==> src/rtl/spi_master_mcs.sv <==
// spi_master_mcs: SPI master with internal TX/RX FIFOs, NUM_CS chip selects,
// programmable SCLK divider, full-duplex transfers and a re-triggerable
// device reset generator (wrst).
//
// Ports
//   clk, rst          system clock, synchronous active-high reset
//   wdata, wr, full   TX FIFO write side (wr while full is dropped)
//   rdata, rd, empty  RX FIFO read side, show-ahead (rdata valid when !empty)
//   len, cs_sel, op   transaction setup, captured when work is accepted
//   work, busy        start request / transaction or device reset running
//   dev_rst_req       re-trigger the wrst sequence
//   sclk, mosi, miso  SPI bus, scsn active-low chip selects
//   wrst              active-low device reset
//   spi_mode[1:0]     {CPOL, CPHA}, present only with SPI_MODE_SEL_EN defined
//
// Handshake: a FIFO write is taken on any cycle with wr=1 and full=0; an RX
// word is consumed on any cycle with rd=1 and empty=0. work is a request that
// is taken only on a cycle where the FSM is IDLE, len!=0 and no device reset
// sequence runs; busy rises on the following cycle and falls when the FSM
// returns to IDLE and the reset sequence is done.
//
// Optional macro SPI_MODE_SEL_EN adds spi_mode; without it the bus is fixed
// to mode 0.

module spi_mcs_fifo #(
  parameter int W     = 8,
  parameter int DEPTH = 8
) (
  input  logic         clk,
  input  logic         rst,
  input  logic [W-1:0] din,
  input  logic         push,
  output logic         full,
  output logic [W-1:0] dout,
  input  logic         pop,
  output logic         empty
);
  localparam int AW = $clog2(DEPTH);
  localparam logic [AW:0] DEPTH_C = (AW+1)'(DEPTH);

  logic [W-1:0]  mem [DEPTH];
  logic [AW-1:0] wptr, rptr;
  logic [AW:0]   cnt;
  logic          do_push, do_pop;

  assign full    = (cnt == DEPTH_C);
  assign empty   = (cnt == '0);
  // A push while full is dropped even if a pop happens in the same cycle.
  assign do_push = push && !full;
  assign do_pop  = pop && !empty;
  assign dout    = mem[rptr];

  always_ff @(posedge clk) begin
    if (rst) begin
      wptr <= '0;
      rptr <= '0;
      cnt  <= '0;
    end else begin
      if (do_push) wptr <= wptr + 1'b1;
      if (do_pop)  rptr <= rptr + 1'b1;
      case ({do_push, do_pop})
        2'b10:   cnt <= cnt + 1'b1;
        2'b01:   cnt <= cnt - 1'b1;
        default: cnt <= cnt;
      endcase
    end
  end

  always_ff @(posedge clk) begin
    if (do_push) mem[wptr] <= din;
  end
endmodule

module spi_master_mcs #(
  parameter int DATA       = 8,
  parameter int FIFO_DEPTH = 8,
  parameter int NUM_CS     = 2,
  parameter int CLK_DIV    = 2,
  parameter int WRST_DELAY = 25,
  parameter int WRST_LEN   = 5,
  localparam int CSW       = (NUM_CS > 1) ? $clog2(NUM_CS) : 1
) (
  input  logic            clk,
  input  logic            rst,
  input  logic [DATA-1:0] wdata,
  input  logic            wr,
  output logic            full,
  output logic [DATA-1:0] rdata,
  input  logic            rd,
  output logic            empty,
  input  logic [15:0]     len,
  input  logic [CSW-1:0]  cs_sel,
  input  logic            op,
`ifdef SPI_MODE_SEL_EN
  input  logic [1:0]      spi_mode,
`endif
  input  logic            work,
  output logic            busy,
  input  logic            dev_rst_req,
  output logic            sclk,
  output logic            mosi,
  input  logic            miso,
  output logic [NUM_CS-1:0] scsn,
  output logic            wrst
);
  localparam int DIVW    = (CLK_DIV > 1) ? $clog2(CLK_DIV) : 1;
  localparam int BW      = (DATA > 1) ? $clog2(DATA) : 1;
  localparam int SEQ_END = WRST_DELAY + WRST_LEN;
  localparam int SEQW    = $clog2(SEQ_END + 1);
  localparam logic [SEQW-1:0] SEQ_LAST = SEQW'(SEQ_END - 1);
  localparam logic [SEQW-1:0] SEQ_DLY  = SEQW'(WRST_DELAY);

  typedef enum logic [2:0] {IDLE, SETUP, LOAD, SHIFT, STORE, HOLD, GAP} state_t;
  state_t state, state_n;

  logic [DIVW-1:0] div_cnt;
  logic [BW-1:0]   bit_cnt;
  logic            lvl;          // SCLK phase before CPOL: 0 idle, 1 after leading edge
  logic [15:0]     words_left;
  logic [CSW-1:0]  cur_cs;
  logic            cur_op;
  logic [DATA-1:0] shreg, rxsh, load_word;
  logic            cpol, cpha;
  logic            seq_active, seq_active_n;
  logic [SEQW-1:0] seq_cnt, seq_cnt_n;

  logic            tx_empty, rx_full;
  logic [DATA-1:0] tx_rdata;
  logic            accept, div_last, bit_last, lead_edge, trail_edge;
  logic            launch, sample, load_go, tx_pop, rx_push;

  spi_mcs_fifo #(.W(DATA), .DEPTH(FIFO_DEPTH)) u_tx (
    .clk(clk), .rst(rst), .din(wdata), .push(wr), .full(full),
    .dout(tx_rdata), .pop(tx_pop), .empty(tx_empty)
  );

  spi_mcs_fifo #(.W(DATA), .DEPTH(FIFO_DEPTH)) u_rx (
    .clk(clk), .rst(rst), .din(rxsh), .push(rx_push), .full(rx_full),
    .dout(rdata), .pop(rd), .empty(empty)
  );

  assign accept     = (state == IDLE) && work && (len != '0) && !seq_active;
  assign div_last   = (div_cnt == DIVW'(CLK_DIV - 1));
  assign bit_last   = (bit_cnt == BW'(DATA - 1));
  assign lead_edge  = (state == SHIFT) && div_last && !lvl;
  assign trail_edge = (state == SHIFT) && div_last && lvl;
  assign launch     = cpha ? lead_edge : trail_edge;
  assign sample     = cpha ? trail_edge : lead_edge;
  // Write-only waits for TX data; full-duplex never waits for TX (dummy zero
  // word) but must not start a word it could not store in RX.
  assign load_go    = (state == LOAD) && (cur_op ? !rx_full : !tx_empty);
  assign tx_pop     = load_go && !tx_empty;
  assign load_word  = tx_empty ? '0 : tx_rdata;
  assign rx_push    = (state == STORE) && cur_op;
  assign sclk       = lvl ^ cpol;

  always_comb begin
    state_n = state;
    case (state)
      IDLE:    if (accept) state_n = SETUP;
      SETUP:   if (div_last) state_n = LOAD;
      LOAD:    if (load_go) state_n = SHIFT;
      SHIFT:   if (trail_edge && bit_last) state_n = STORE;
      STORE:   state_n = (words_left == 16'd1) ? HOLD : LOAD;
      HOLD:    if (div_last) state_n = GAP;
      GAP:     if (div_last) state_n = IDLE;
      default: state_n = IDLE;
    endcase
  end

  always_ff @(posedge clk) begin
    if (rst) state <= IDLE;
    else     state <= state_n;
  end

  // Device reset sequencer: seq_cnt runs 0..SEQ_END-1 while active; wrst is
  // low for the last WRST_LEN counts. A request while active is ignored.
  always_comb begin
    seq_active_n = seq_active;
    seq_cnt_n    = seq_cnt;
    if (seq_active) begin
      if (seq_cnt == SEQ_LAST) seq_active_n = 1'b0;
      else                     seq_cnt_n    = seq_cnt + 1'b1;
    end else if (dev_rst_req) begin
      seq_active_n = 1'b1;
      seq_cnt_n    = '0;
    end
  end

  always_comb begin
    scsn = '1;
    if (state inside {SETUP, LOAD, SHIFT, STORE, HOLD}) begin
      for (int i = 0; i < NUM_CS; i++) begin
        if (cur_cs == CSW'(i)) scsn[i] = 1'b0;
      end
    end
  end

  always_ff @(posedge clk) begin
    if (rst) begin
      div_cnt    <= '0;
      bit_cnt    <= '0;
      lvl        <= 1'b0;
      words_left <= '0;
      cur_cs     <= '0;
      cur_op     <= 1'b0;
      shreg      <= '0;
      rxsh       <= '0;
      mosi       <= 1'b0;
      busy       <= 1'b0;
      seq_active <= 1'b1;
      seq_cnt    <= '0;
      wrst       <= 1'b1;
    end else begin
      div_cnt <= ((state_n != state) || div_last) ? '0 : div_cnt + 1'b1;
      if (accept) begin
        words_left <= len;
        cur_cs     <= cs_sel;
        cur_op     <= op;
      end
      if (load_go) begin
        bit_cnt <= '0;
        lvl     <= 1'b0;
        if (cpha) begin
          shreg <= load_word;
        end else begin
          // CPHA=0: first bit must be on mosi before the first leading edge.
          mosi  <= load_word[DATA-1];
          shreg <= load_word << 1;
        end
      end
      if (lead_edge) lvl <= 1'b1;
      if (trail_edge) begin
        lvl     <= 1'b0;
        bit_cnt <= bit_cnt + 1'b1;
      end
      if (launch) begin
        mosi  <= shreg[DATA-1];
        shreg <= shreg << 1;
      end
      if (sample) rxsh <= {rxsh[DATA-2:0], miso};
      if (state == STORE) words_left <= words_left - 1'b1;
      busy       <= (state_n != IDLE) || seq_active_n;
      seq_active <= seq_active_n;
      seq_cnt    <= seq_cnt_n;
      wrst       <= !(seq_active_n && (seq_cnt_n >= SEQ_DLY));
    end
  end

`ifdef SPI_MODE_SEL_EN
  always_ff @(posedge clk) begin
    if (rst)         {cpol, cpha} <= 2'b00;
    else if (accept) {cpol, cpha} <= spi_mode;
  end
`else
  assign cpol = 1'b0;
  assign cpha = 1'b0;
`endif
endmodule

==> config.mk <==
export PLATFORM = sky130hd
export DESIGN_NAME = spi_master_mcs
export DESIGN_NICKNAME = d
export VERILOG_FILES = /design/src/rtl/spi_master_mcs.sv
export SDC_FILE = /design/constraint.sdc
export NUM_CORES = 1
export LEC_CHECK = 0
export CAP_MARGIN = 20
export CORE_MARGIN = 2
export CORE_UTILIZATION = 60
export DETAILED_ROUTE_END_ITERATION = 12
export PLACE_DENSITY = 0.78
export SKIP_LAST_GASP = 1
export SLEW_MARGIN = 40
export SYNTH_ARGS = -nofsm -noshare
export SYNTH_HDL_FRONTEND = slang
export SYNTH_HIERARCHICAL = 1
export SYNTH_SLANG_ARGS = --single-unit
export TNS_END_PERCENT = 100
==> constraint.sdc <==
create_clock -name clk -period 6.2 [get_ports clk]
set_input_delay 1.24 -clock clk [delete_from_list [all_inputs] [get_ports clk]]
set_output_delay 1.24 -clock clk [all_outputs]
set_load 0.01 [all_outputs]
* Yosys cells after proc, flatten, opt, wreduce, memory -nomap -nowiden *
Memories as Yosys holds them, arrays and structs flattened. A register that Yosys moved wholly into a read port is not among the register bits.
Cells that the tools add are included.

storage, ports and cells
  bits in registers = 70
  memory bits (writable) = 128
  input port bits = 33
  output and inout bits = 16
  word-level logic and storage cells = 127
  memories = 2

memory list
  memory    depth  bits a word  rd ports  clocked after memory_dff  write ports  line  text
  u_rx.mem  8      8            1         1                         1            41    logic [W-1:0] mem [DEPTH];
  u_tx.mem  8      8            1         1                         1            41

cells by class
  add/subtract/negate cells = 12
  magnitude comparators = 1
  eq/ne operators = 16
  muxes and demuxes = 39
  reduce and logical (&&, ||, !) cells = 37

operator list
  operator                                                                 count
  3-bit two-way mux                                                        13
  16-bit two-way mux                                                       2
  8-bit two-way mux                                                        3
  3-bit one-hot mux with 7 select lines                                    1
  16-bit by 1-bit equality test with 1-bit output (second input constant)  1
  4-bit one-hot mux with 2 select lines                                    2
  16-bit nonzero test                                                      1
  16-bit by 1-bit subtractor with 16-bit output (second input constant)    1
  3-bit by 1-bit adder with 3-bit output (second input constant)           5
  1-bit logical AND                                                        15
  5-bit two-way mux                                                        3
  1-bit two-way mux                                                        14
  3-bit equality test (second input constant)                              4
  2-bit nonzero test                                                       5
  4-bit by 1-bit adder with 4-bit output (second input constant)           2
  4-bit equality test (second input constant)                              2
  4-bit logical NOT                                                        2
  4-bit by 1-bit subtractor with 4-bit output (second input constant)      2
  1-bit logical NOT                                                        7
  3-bit by 2-bit equality test with 1-bit output (second input constant)   2
  5-bit by 1-bit adder with 5-bit output (second input constant)           1
  5-bit equality test (second input constant)                              1
  5-bit >= comparator (second input constant)                              1
  5-bit nonzero test                                                       1
  other kinds (10)                                                         14

* Depth between registers and ports, before layout *
Gate-level depths: netlist (run 1).

  word-level depth = 9
  depth in mapped cells = 15
  mapped depth without buffers = 13

* Hierarchy *
Netlist (run 1), hierarchy kept.

modules (own cells, without submodules)
  module          instances  cells an instance  area each (µm²)  sequential area each (µm²)
  spi_mcs_fifo    2          167                3151.8           2182.1
  spi_master_mcs  1          289                2512.4           1001.0

* Worst setup path before layout (run 1) *
OpenSTA, ideal clock, no wires.

  path type = flip-flop to flip-flop
  start = register u_rx.cnt[1]
  end = register u_tx.cnt[3]
  setup time = 121 ps
  arrival time = 2882 ps
  required time = 6079 ps
  slack = 3198 ps
  cell stages (with the launch flop) = 15
  buffers on the path = 3
  period minus slack after synthesis = 3002 ps
  cell sequence = dfxtp_1 buf_6 or4b_4 buf_6 inv_1 mux2i_1 nand3_1 nor2_1 o41a_1 ha_1 clkbuf_1 nor4b_1 a41oi_1 o41ai_1 mux2_2

on the way
  longest elaborated chain between the ends = 8
  elaborated cells between the ends (all ways) = 10
  those cells by class = 3 x eq/ne; 2 x mux; 5 x reduce/logical

ends and longest elaborated chain
  item                                                                                   line  text
  from (decl)                                                                            43    logic [AW:0] cnt;
  from (signal assigned)                                                                 62    2'b10: cnt <= cnt + 1'b1;
  from (signal assigned)                                                                 63    2'b01: cnt <= cnt - 1'b1;
  from (signal assigned)                                                                 64    default: cnt <= cnt;
  4-bit equality test *                                                                  46    assign full = (cnt == DEPTH_C);
  via rx_full                                                                            127   logic tx_empty, rx_full;
  1-bit logical NOT *                                                                    151   assign load_go = (state == LOAD) && (cur_op ? !rx_full : !tx_empty);
  1-bit two-way mux *                                                                    151
  1-bit logical AND *                                                                    151
  1-bit logical AND *                                                                    152   assign tx_pop = load_go && !tx_empty;
  via tx_pop                                                                             130   logic launch, sample, load_go, tx_pop, rx_push;
  1-bit logical AND *                                                                    50    assign do_pop = pop && !empty;
  via u_tx.do_pop                                                                        44    logic do_push, do_pop;
  2-bit by 1-bit equality test with 1-bit output or 2-bit equality test (tied branches)  61    case ({do_push, do_pop})
  4-bit one-hot mux with 2 select lines or 2-bit nonzero test (tied branches)            --
  to (signal assigned)                                                                   62
  to (signal assigned)                                                                   63
  to (signal assigned)                                                                   64
  to (decl)                                                                              43

The timed path passes the listed nets; every way through them passes the cells marked *.
A chain may end at the register's enable or synchronous reset.

==> results of run 1 <==
[power by group through the flow]
stage / Clock, W / Sequential (W) / Combinational, W
floorplan: 0 / 0.00149 / 0.0000418
global placement: 0 / 0.00149 / 0.0000780
detailed placement: 0 / 0.00149 / 0.0000815
CTS: 0.00119 / 0.00146 / 0.0000820
global route: 0.00125 / 0.00146 / 0.0000895
finish: 0.00116 / 0.00146 / 0.0000819
[worst max-delay path: stages (launching register included)]
cell,delay (ns)
dfxtp_2,0.64
mux4_1,0.64
mux2_2,0.29
clkdlybuf4s50_1,0.48
[cell usage after synthesis (4+ instances only)]
cell	instances	share of area (%)
xnor2_1	4	0.40
mux4_1	16	4.8
xor2_1	10	0.99
mux4_2	16	4.1
nand4_1	4	0.28
ha_1	16	2.3
nor4_1	10	0.71
nor2_1	69	2.9
nand2_1	29	1.2
buf_6	9	1.1
nand3_1	13	0.74
mux2_2	21	2.7
edfxtp_1	128	44
and3_1	4	0.28
a22oi_1	7	0.60
a21oi_1	33	1.9
o21ai_0	7	0.40
nor3_1	15	0.85
buf_1	4	0.17
inv_1	9	0.38
mux2i_1	14	1.6
a31oi_1	6	0.43
a222oi_1	7	0.79
buf_2	11	0.62
clkbuf_1	9	0.38
dfxtp_1	76	17
nand2b_1	6	0.43
[cell families (layout without fill, tap and decap cells)]
kind of cell	after synthesis	after routing
xor gates and xnor gates	16	16
adders and majority gates	16	16
buffers and inverters	43	104
muxes	67	67
and+or+nand+nor	187	187
DFF	204	204
AOI/OAI and AO/OA	90	90
[cell type report]
| type | instances | area share, % |
|---|---|---|
| timing repair buffer | 58 | 5.47 |
| sequential | 204 | 53.4 |
| clock inverter | 11 | 0.784 |
| multi-input combinational | 376 | 32.1 |
| tap | 184 | 2.29 |
| inverter | 9 | 0.336 |
| clock buffer | 26 | 5.61 |
[final timing paths]
kind	to	cells past startpoint
worst max-delay path	rdata[7]	3
worst min-delay path	cur_op	2
worst min register to register	cur_op	2
worst max register to register	u_tx/cnt[3]	11
[sequential cells by signal (all words and copies together) (netlist names), 3 cells and up, named ones only]
signal      count
u_rx/mem       64
u_rx/rptr       3
u_tx/wptr       3
bit_cnt         3
u_tx/rptr       3
seq_cnt         5
state           3
words_left     16
u_tx/cnt        4
u_rx/wptr       3
u_rx/cnt        4
u_tx/mem       64
shreg           7
rxsh            8
[routing by layer]
layer	track usage, %	vias to the layer above	routed length, um
met1	28.2	2579	6940
met4	5.23	0	323
li1	-	2510	-
met5	0	-	0
met3	3.21	25	673
met2	36.3	112	8200
[per-stage QoR]
step / cells / hold WS [ns] / setup slack, ns / instance area, um^2
after floorplan: 623 / 0.445 / 3.20 / 8820
after global placement: 831 / 0.451 / 2.63 / 9390
after detailed placement: 831 / 0.488 / 2.67 / 9400
after CTS: 868 / 0.497 / 2.38 / 10000
after global routing: 868 / 0.510 / 2.29 / 10100
final: 868 / 0.494 / 2.42 / 10100
==> flow_summary.json, run 1 <==
{
  "outcome": "completed",
  "multi_input_area_um2": 3230,
  "cp_max_fo": 16,
  "grt_usage_pct": 21.0,
  "antenna_found_initial": 0,
  "hpwl_mm": 10.3,
  "period_minus_slack_ns": 3.78,
  "ctsHoldBuffers": 0,
  "synth_compound_area_share_pct": 7.12,
  "utilization_pct": 69.7,
  "clockRootBuffer": "clkbuf_16",
  "netlist_instances": 623,
  "htreeDepth": 1,
  "synthArstFlopShare_pct": 0,
  "drtAntennaViolNets": 0,
  "clk_pin_slew_ns": 0.06,
  "peakVddDrop_mv": 0.276,
  "nets": 719,
  "rr_startpoint": "u_rx/cnt[1]",
  "synth-seq-cells": 204,
  "fin_crit_sh_pct": 61.0,
  "start_kind": "flip-flop",
  "synth-simple-area-share_pct": 12.1,
  "slew_headroom_pct": 49.3,
  "rows": 44,
  "grt_pass1_vias": 5232,
  "hold_viol": 0,
  "synthFlopType": "edfxtp_1",
  "leakage_nw": 3.38,
  "grt-ovfl-total": 0,
  "core-area_um2": 14400,
  "start_util_pct": 61.1,
  "crit_path_end_kind": "output pin",
  "cts_tree": "yes",
  "sw_frac_of_total_pct": 19.7,
  "power.total_w": 0.00271,
  "drtIter0Drc": 372,
  "syn_area_um2": 8820,
  "setup_violations": 0,
  "rsz0062_at_grt": "no",
  "final_common_cell": "edfxtp_1",
  "viasPerCell": 6.02,
  "fin_skew_ns": 0.0106,
  "numCtsBuffers": 21,
  "synthDistinctLibCells": 71,
  "grt_pass1_wl_mm": 26.7,
  "syn2layout_area_growth_pct": 14.1,
  "drive_gt1_share_pct": 16.8,
  "cts_resized": 0,
  "cts_max_path_buffers": 3,
  "synth_nets": 672,
  "cts_sinks": 204,
  "internal-power_w": 0.00217,
  "route.vias.total": 5226,
  "drv_cap": 0,
  "reg2reg_slack_ns": 2.61,
  "seq_area_frac_synth_pct": 60.9,
  "dieArea_um2": 15700,
  "clk_latency_ns": 0.49,
  "diodes": 0,
  "die_w_um": 125,
  "final_cell_mix": "edfxtp_1, dfxtp_1, nor2_1",
  "route.detailed.drc": 0,
  "synth_adder_area_share_pct": 2.27,
  "portBuffers": 48,
  "path_class": "reg2out",
  "post_cts_buffers": 0,
  "wl_mm": 16.1,
  "finalSetupTns_ns": 0,
  "tightest_slew_ns": 0.760,
  "hold_path_class": "reg2reg",
  "io_pins": 49,
  "synth.avg_cell_area_um2": 14.2,
  "avgRoutedWirePerCell_um": 18.6,
  "powerDensity_nw_per_um2": 269,
  "critPathArrivalTime_ns": 2.54,
  "worstHoldStart": "cur_op",
  "worstPathRequired_ns": 4.96,
  "power.switching_w": 0.000534,
  "firstDrtPassIters": 6,
  "yosys_warnings": 6,
  "drv_slew": 0,
  "synth_top_family_by_area": "multiplexers",
  "sequentialPowerShare_pct": 54.0,
  "power_frac_clock_pct": 43.0,
  "fmax_ghz": 0.264,
  "place_congestion": 0.813,
  "muxShareOfSynthArea_pct": 13.1,
  "synth-edff-count": 128,
  "seqCellArea_um2": 5370,
  "synthXorXnorAreaFrac_pct": 1.76,
  "grt_max_degree": 74,
  "num-fill-cells": 956,
  "pwr-share-comb_pct": 3.0,
  "dieHeight_um": 125
}
Power figures use the tool's default switching activity.
==> run 2: changes to the inputs <==
==> constraint.sdc (replaced) <==
create_clock -name clk -period 3.5 [get_ports clk]
set_input_delay 0.7 -clock clk [delete_from_list [all_inputs] [get_ports clk]]
set_output_delay 0.7 -clock clk [all_outputs]
set_load 0.01 [all_outputs]
==> flow_summary.json, run 2 (synthesized netlist as in run 1, its figures left out) <==
{
  "route.detailed.drc": 0,
  "diodes": 0,
  "grt_pass1_vias": 5432,
  "rsz0062_at_grt": "no",
  "dr_wl_met3_um": 702,
  "period_minus_slack_ns": 3.26,
  "drtIter0Drc": 426,
  "nets": 731,
  "drive_gt1_share_pct": 17.8,
  "slew_headroom_pct": 49.9,
  "place_congestion": 0.786,
  "met1Wirelength_mm": 7.27,
  "viasPerCell": 6.11,
  "hold_path_class": "reg2reg",
  "wl_mm": 17.1,
  "antenna_found_initial": 0,
  "portBuffers": 48,
  "drv_slew": 0,
  "top_regs": "u_rx/mem x64, u_tx/mem x64, words_left x16",
  "dpl_cell_area_um2": 9470,
  "peakVddDrop_mv": 0.411,
  "drtAntennaViolNets": 0,
  "fin_skew_ns": 0.00617,
  "cts_max_path_buffers": 3,
  "cp_max_fo": 9,
  "cts_tree": "yes",
  "hold_depth": 2,
  "route.vias.total": 5384,
  "finalSetupTns_ns": 0,
  "leakage_nw": 3.49,
  "avgRoutedWirePerCell_um": 19.4,
  "numCtsBuffers": 21,
  "setup_violations": 0,
  "sequentialPowerShare_pct": 50.9,
  "fin_crit_sh_pct": 93.1,
  "dr_wl_met2_mm": 8.75,
  "r2r_end": "u_tx/cnt[2]",
  "start_kind": "flip-flop",
  "dieArea_um2": 15700,
  "clk_latency_ns": 0.48,
  "dieHeight_um": 125,
  "worstPathRequired_ns": 3.92,
  "outcome": "completed",
  "syn2layout_area_growth_pct": 16.0,
  "reg2reg_slack_ns": 0.24,
  "grt_usage_pct": 21.9,
  "internal-power_w": 0.00411,
  "sw_frac_of_total_pct": 19.3,
  "clockRootBuffer": "clkbuf_16",
  "power.total_w": 0.00509,
  "powerDensity_nw_per_um2": 498,
  "drv_cap": 0,
  "hpwl_mm": 10.9,
  "min_to": "cur_cs",
  "io_pins": 49,
  "rr_startpoint": "u_tx/cnt[1]",
  "htreeDepth": 1,
  "cts_sinks": 204,
  "core-area_um2": 14400,
  "die_w_um": 125,
  "final_common_cell": "edfxtp_1",
  "fmax_ghz": 0.307,
  "ctsHoldBuffers": 0,
  "post_cts_buffers": 0,
  "grt-ovfl-total": 0,
  "tightest_slew_ns": 0.752,
  "power.switching_w": 0.000982,
  "firstDrtPassIters": 5,
  "rows": 44,
  "worstHoldStart": "cur_cs",
  "critPathArrivalTime_ns": 3.67,
  "pwr-share-comb_pct": 2.9,
  "start_util_pct": 61.1,
  "power_frac_clock_pct": 46.2,
  "num-fill-cells": 922,
  "grt_pass1_wl_mm": 27.8,
  "dr.max_layer_used": "met4",
  "clk_pin_slew_ns": 0.06,
  "reg2reg_depth": 12,
  "path_class": "reg2reg",
  "hold_viol": 0,
  "design_area_um2": 10200,
  "final_cell_mix": "edfxtp_1, dfxtp_1, nor2_1",
  "grt_max_degree": 40,
  "crit_path_end_kind": "flip-flop"
}
[run 2: worst max-delay path by stage]
stage / depth (start not counted) / startpoint / to
after detailed placement: 13 / u_rx/cnt[1] / u_tx/cnt[2]
final: 12 / u_tx/cnt[1] / u_tx/cnt[2]
after global routing: 12 / u_tx/cnt[1] / u_tx/cnt[2]
after global placement: 11 / u_rx/cnt[1] / u_tx/cnt[3]
after CTS: 13 / u_rx/cnt[1] / u_tx/cnt[2]
after floorplan: 14 / u_rx/cnt[1] / u_tx/cnt[3]
[run 2: layout make-up]
type	count	area, um^2	area share, %
Clock buffer	21	526	5.14
Clock inverter	17	218	2.13
Inverter	9	33.8	0.330
Multi-Input combinational cell	376	3210	31.4
Sequential cell	204	5370	52.5
Tap cell	184	230	2.25
Timing Repair Buffer	70	641	6.27
[run 2: critical path, cell delays in order (launching register included)]
cell and delay [ns]:
dfxtp_1 0.40, nor4_1 0.62, mux2i_1 0.20, nand3_1 0.21
nor2_4 0.09, o41a_1 0.25, ha_1 0.30, xor2_1 0.17
ha_1 0.20, a21oi_1 0.16, xor2_1 0.11, or3_1 0.33
a21oi_1 0.15
[run 2: per-layer routing]
layer / GRT usage (%) / vias up
li1: - / 2544
met3: 2.82 / 32
met5: 0 / -
met2: 38.5 / 156
met1: 28.9 / 2652
met4: 6.08 / 0
[run 2: timing repair]
item,CTS,global route
hold endpoints to repair,0,0
gates resized for setup,0,2
endpoints found under the setup margin,0,2
[run 2: per-stage QoR]
| stage | cells | util [%] | setup WS, ns | hold WS [ns] |
|---|---|---|---|---|
| floorplan | 623 | - | 0.498 | 0.445 |
| CTS | 881 | 70.8 | 0.0222 | 0.477 |
| finish | 881 | 70.9 | 0.241 | 0.478 |
| global placement | 843 | 65.7 | 0.280 | 0.449 |
| detailed placement | 843 | 65.7 | 0.0980 | 0.468 |
| global route | 881 | 70.9 | 0.00742 | 0.498 |
[run 2: power by group through the flow]
stage               Combinational (W)  Clock (W)  Sequential, W
floorplan                   0.0000740          0        0.00263
global placement             0.000139          0        0.00264
detailed placement           0.000145          0        0.00264
CTS                          0.000148    0.00239        0.00259
global route                 0.000161    0.00249        0.00259
finish                       0.000148    0.00235        0.00259
==> run 3: changes to the inputs <==
--- a/config.mk
+++ b/config.mk
@@ -7,9 +7,10 @@
 export LEC_CHECK = 0
 export CAP_MARGIN = 20
 export CORE_MARGIN = 2
-export CORE_UTILIZATION = 60
+export CORE_UTILIZATION = 56
+export CTS_BUF_LIST = sky130_fd_sc_hd__clkbuf_4
 export DETAILED_ROUTE_END_ITERATION = 12
-export PLACE_DENSITY = 0.78
+export PLACE_DENSITY = 0.76
 export SKIP_LAST_GASP = 1
 export SLEW_MARGIN = 40
 export SYNTH_ARGS = -nofsm -noshare
==> constraint.sdc (replaced) <==
create_clock -name clk -period 2.9 [get_ports clk]
set_input_delay 0.58 -clock clk [delete_from_list [all_inputs] [get_ports clk]]
set_output_delay 0.58 -clock clk [all_outputs]
set_load 0.01 [all_outputs]
==> flow_summary.json, run 3 (synthesized netlist as in run 1, its figures left out) <==
{
  "dp_cells": 886,
  "cpMaxStageDelayCell": "mux4_1",
  "firstDrtPassIters": 5,
  "dieArea_um2": 16800,
  "avgRoutedWirePerCell_um": 17.6,
  "reg2reg_depth": 13,
  "io_pins": 49,
  "place_congestion": 0.790,
  "syn2layout_area_growth_pct": 18.1,
  "tightest_slew_ns": 0.712,
  "multi_input_area_um2": 3220,
  "drive_gt1_share_pct": 26.5,
  "final_cell_mix": "edfxtp_1, clkbuf_4, dfxtp_1",
  "clk_latency_ns": 0.63,
  "path_class": "reg2out",
  "setup_violations": 0,
  "grt_usage_pct": 21.5,
  "dpl_cell_area_um2": 9650,
  "htreeDepth": 2,
  "drv_cap": 0,
  "antenna_found_initial": 1,
  "cts_sinks": 204,
  "rows": 45,
  "drtAntennaViolNets": 0,
  "fin_skew_ns": 0.0226,
  "cp_max_fo": 8,
  "route.vias.total": 5667,
  "core-area_um2": 15300,
  "reg2reg_slack_ns": 0.17,
  "nets": 782,
  "utilization_pct": 68.0,
  "drtIter0Drc": 370,
  "grt_pass1_wl_mm": 28.0,
  "hold_path_class": "in2reg",
  "drv_slew": 0,
  "start_util_pct": 57.6,
  "top_regs": "u_rx/mem x64, u_tx/mem x64, words_left x16",
  "critPathArrivalTime_ns": 2.25,
  "clk_pin_slew_ns": 0.07,
  "peakVddDrop_mv": 0.476,
  "portBuffers": 48,
  "die_w_um": 129,
  "final_common_cell": "edfxtp_1",
  "clockRootBuffer": "clkbuf_4",
  "seqCellArea_um2": 5370,
  "route.detailed.drc": 0,
  "numCtsBuffers": 51,
  "hold_depth": 2,
  "start_kind": "flip-flop",
  "wl_mm": 17.4,
  "fmax_ghz": 0.354,
  "grt-ovfl-total": 0,
  "leakage_nw": 3.68,
  "holdWs_ns": 0.424,
  "outcome": "completed",
  "cts_tree": "yes",
  "fin_crit_sh_pct": 97.5,
  "viasPerCell": 5.74,
  "hold_viol": 0,
  "crit_path_end_kind": "output pin",
  "slew_headroom_pct": 52.4,
  "period_minus_slack_ns": 2.83,
  "grt_pass1_vias": 5651,
  "cts_max_path_buffers": 3,
  "design_area_um2": 10400,
  "critical_path.cell_chain": "buf_12 > buf_4 > mux4_1 > mux2_2 > clkbuf_2",
  "slowest_delay_ns": 0.54,
  "grt_max_degree": 27,
  "hpwl_mm": 11.2,
  "num-fill-cells": 1070,
  "powerDensity_nw_per_um2": 554,
  "finalSetupTns_ns": 0,
  "dieHeight_um": 129,
  "fin_cells": 988,
  "worstPathRequired_ns": 2.32
}
==> run 3: cell count changes in the layout (fill, tap and decap cells not counted), moves of 3 or more <==
cell,delta
bufinv_16,-4
clkinvlp_4,-3
clkbuf_4,+80
dlygate4sd2_1,+4
mux4_2,+3
clkdlybuf4s50_1,-9
clkinv_1,+8
mux4_1,-3
clkbuf_16,-21
buf_4,+19
==> run 3: path summary, 6_finish.rpt <==
| kind | from | to |
|---|---|---|
| worst max-delay path | flip-flop | rdata[3] |
| worst min-delay path | rst | rxsh[0] |
| worst max register to register | u_rx/cnt[1] | u_tx/cnt[2] |
| worst min register to register | cur_op | cur_op |
==> run 3: power breakdown <==
part	internal [W]	switching [W]	total, W
sequential	0.00310	0.0000204	0.00312
clock	0.00135	0.00112	0.00246
combinational	0.0000912	0.0000984	0.000190
total	0.00454	0.00124	0.00577
==> run 3: layer usage <==
metal	routed length [um]	part of all wire (%)	up-vias	global-route usage, %
met5	0	0	-	0
met4	438	2.5	0	9.30
met3	771	4.4	38	4.34
met2	9060	52	154	37.7
met1	7130	41	2804	25.8
li1	-	-	2671	-
==> run 3: critical path: cells and delay by family, from the launching register on <==
kind | cells | cell delay (ns)
buf+inv | 3 | 0.40
flops | 1 | 0.40
mux | 2 | 0.84
==> run 3: stage by stage <==
step	setup slack [ns]	total power (W)
2_1_floorplan	-0.0442	0.00327
3_3_place_gp	0.0726	0.00336
3_5_place_dp	-0.0119	0.00337
4_1_cts	-0.0350	0.00583
5_1_grt	-0.00776	0.00601
6_report	0.0724	0.00577
==> run 3: what timing repair did <==
item | CTS | global route
setup endpoints to repair | 10 | 8
hold buffers | 0 | 0
buffers inserted | 2 | 2
pin swaps | 1 | 0
gates resized for setup | 13 | 12
gates cloned | 1 | 0
==> run 3: final cells by class <==
type                    count  area share, %
diodes                      1         0.0240
clock buffers              80           5.77
clock inverters            16          0.866
inverters                   9          0.325
multi-input cells         376           31.0
flip-flops and latches    204           51.6
well taps                 211           2.54
repair buffers             91           7.92
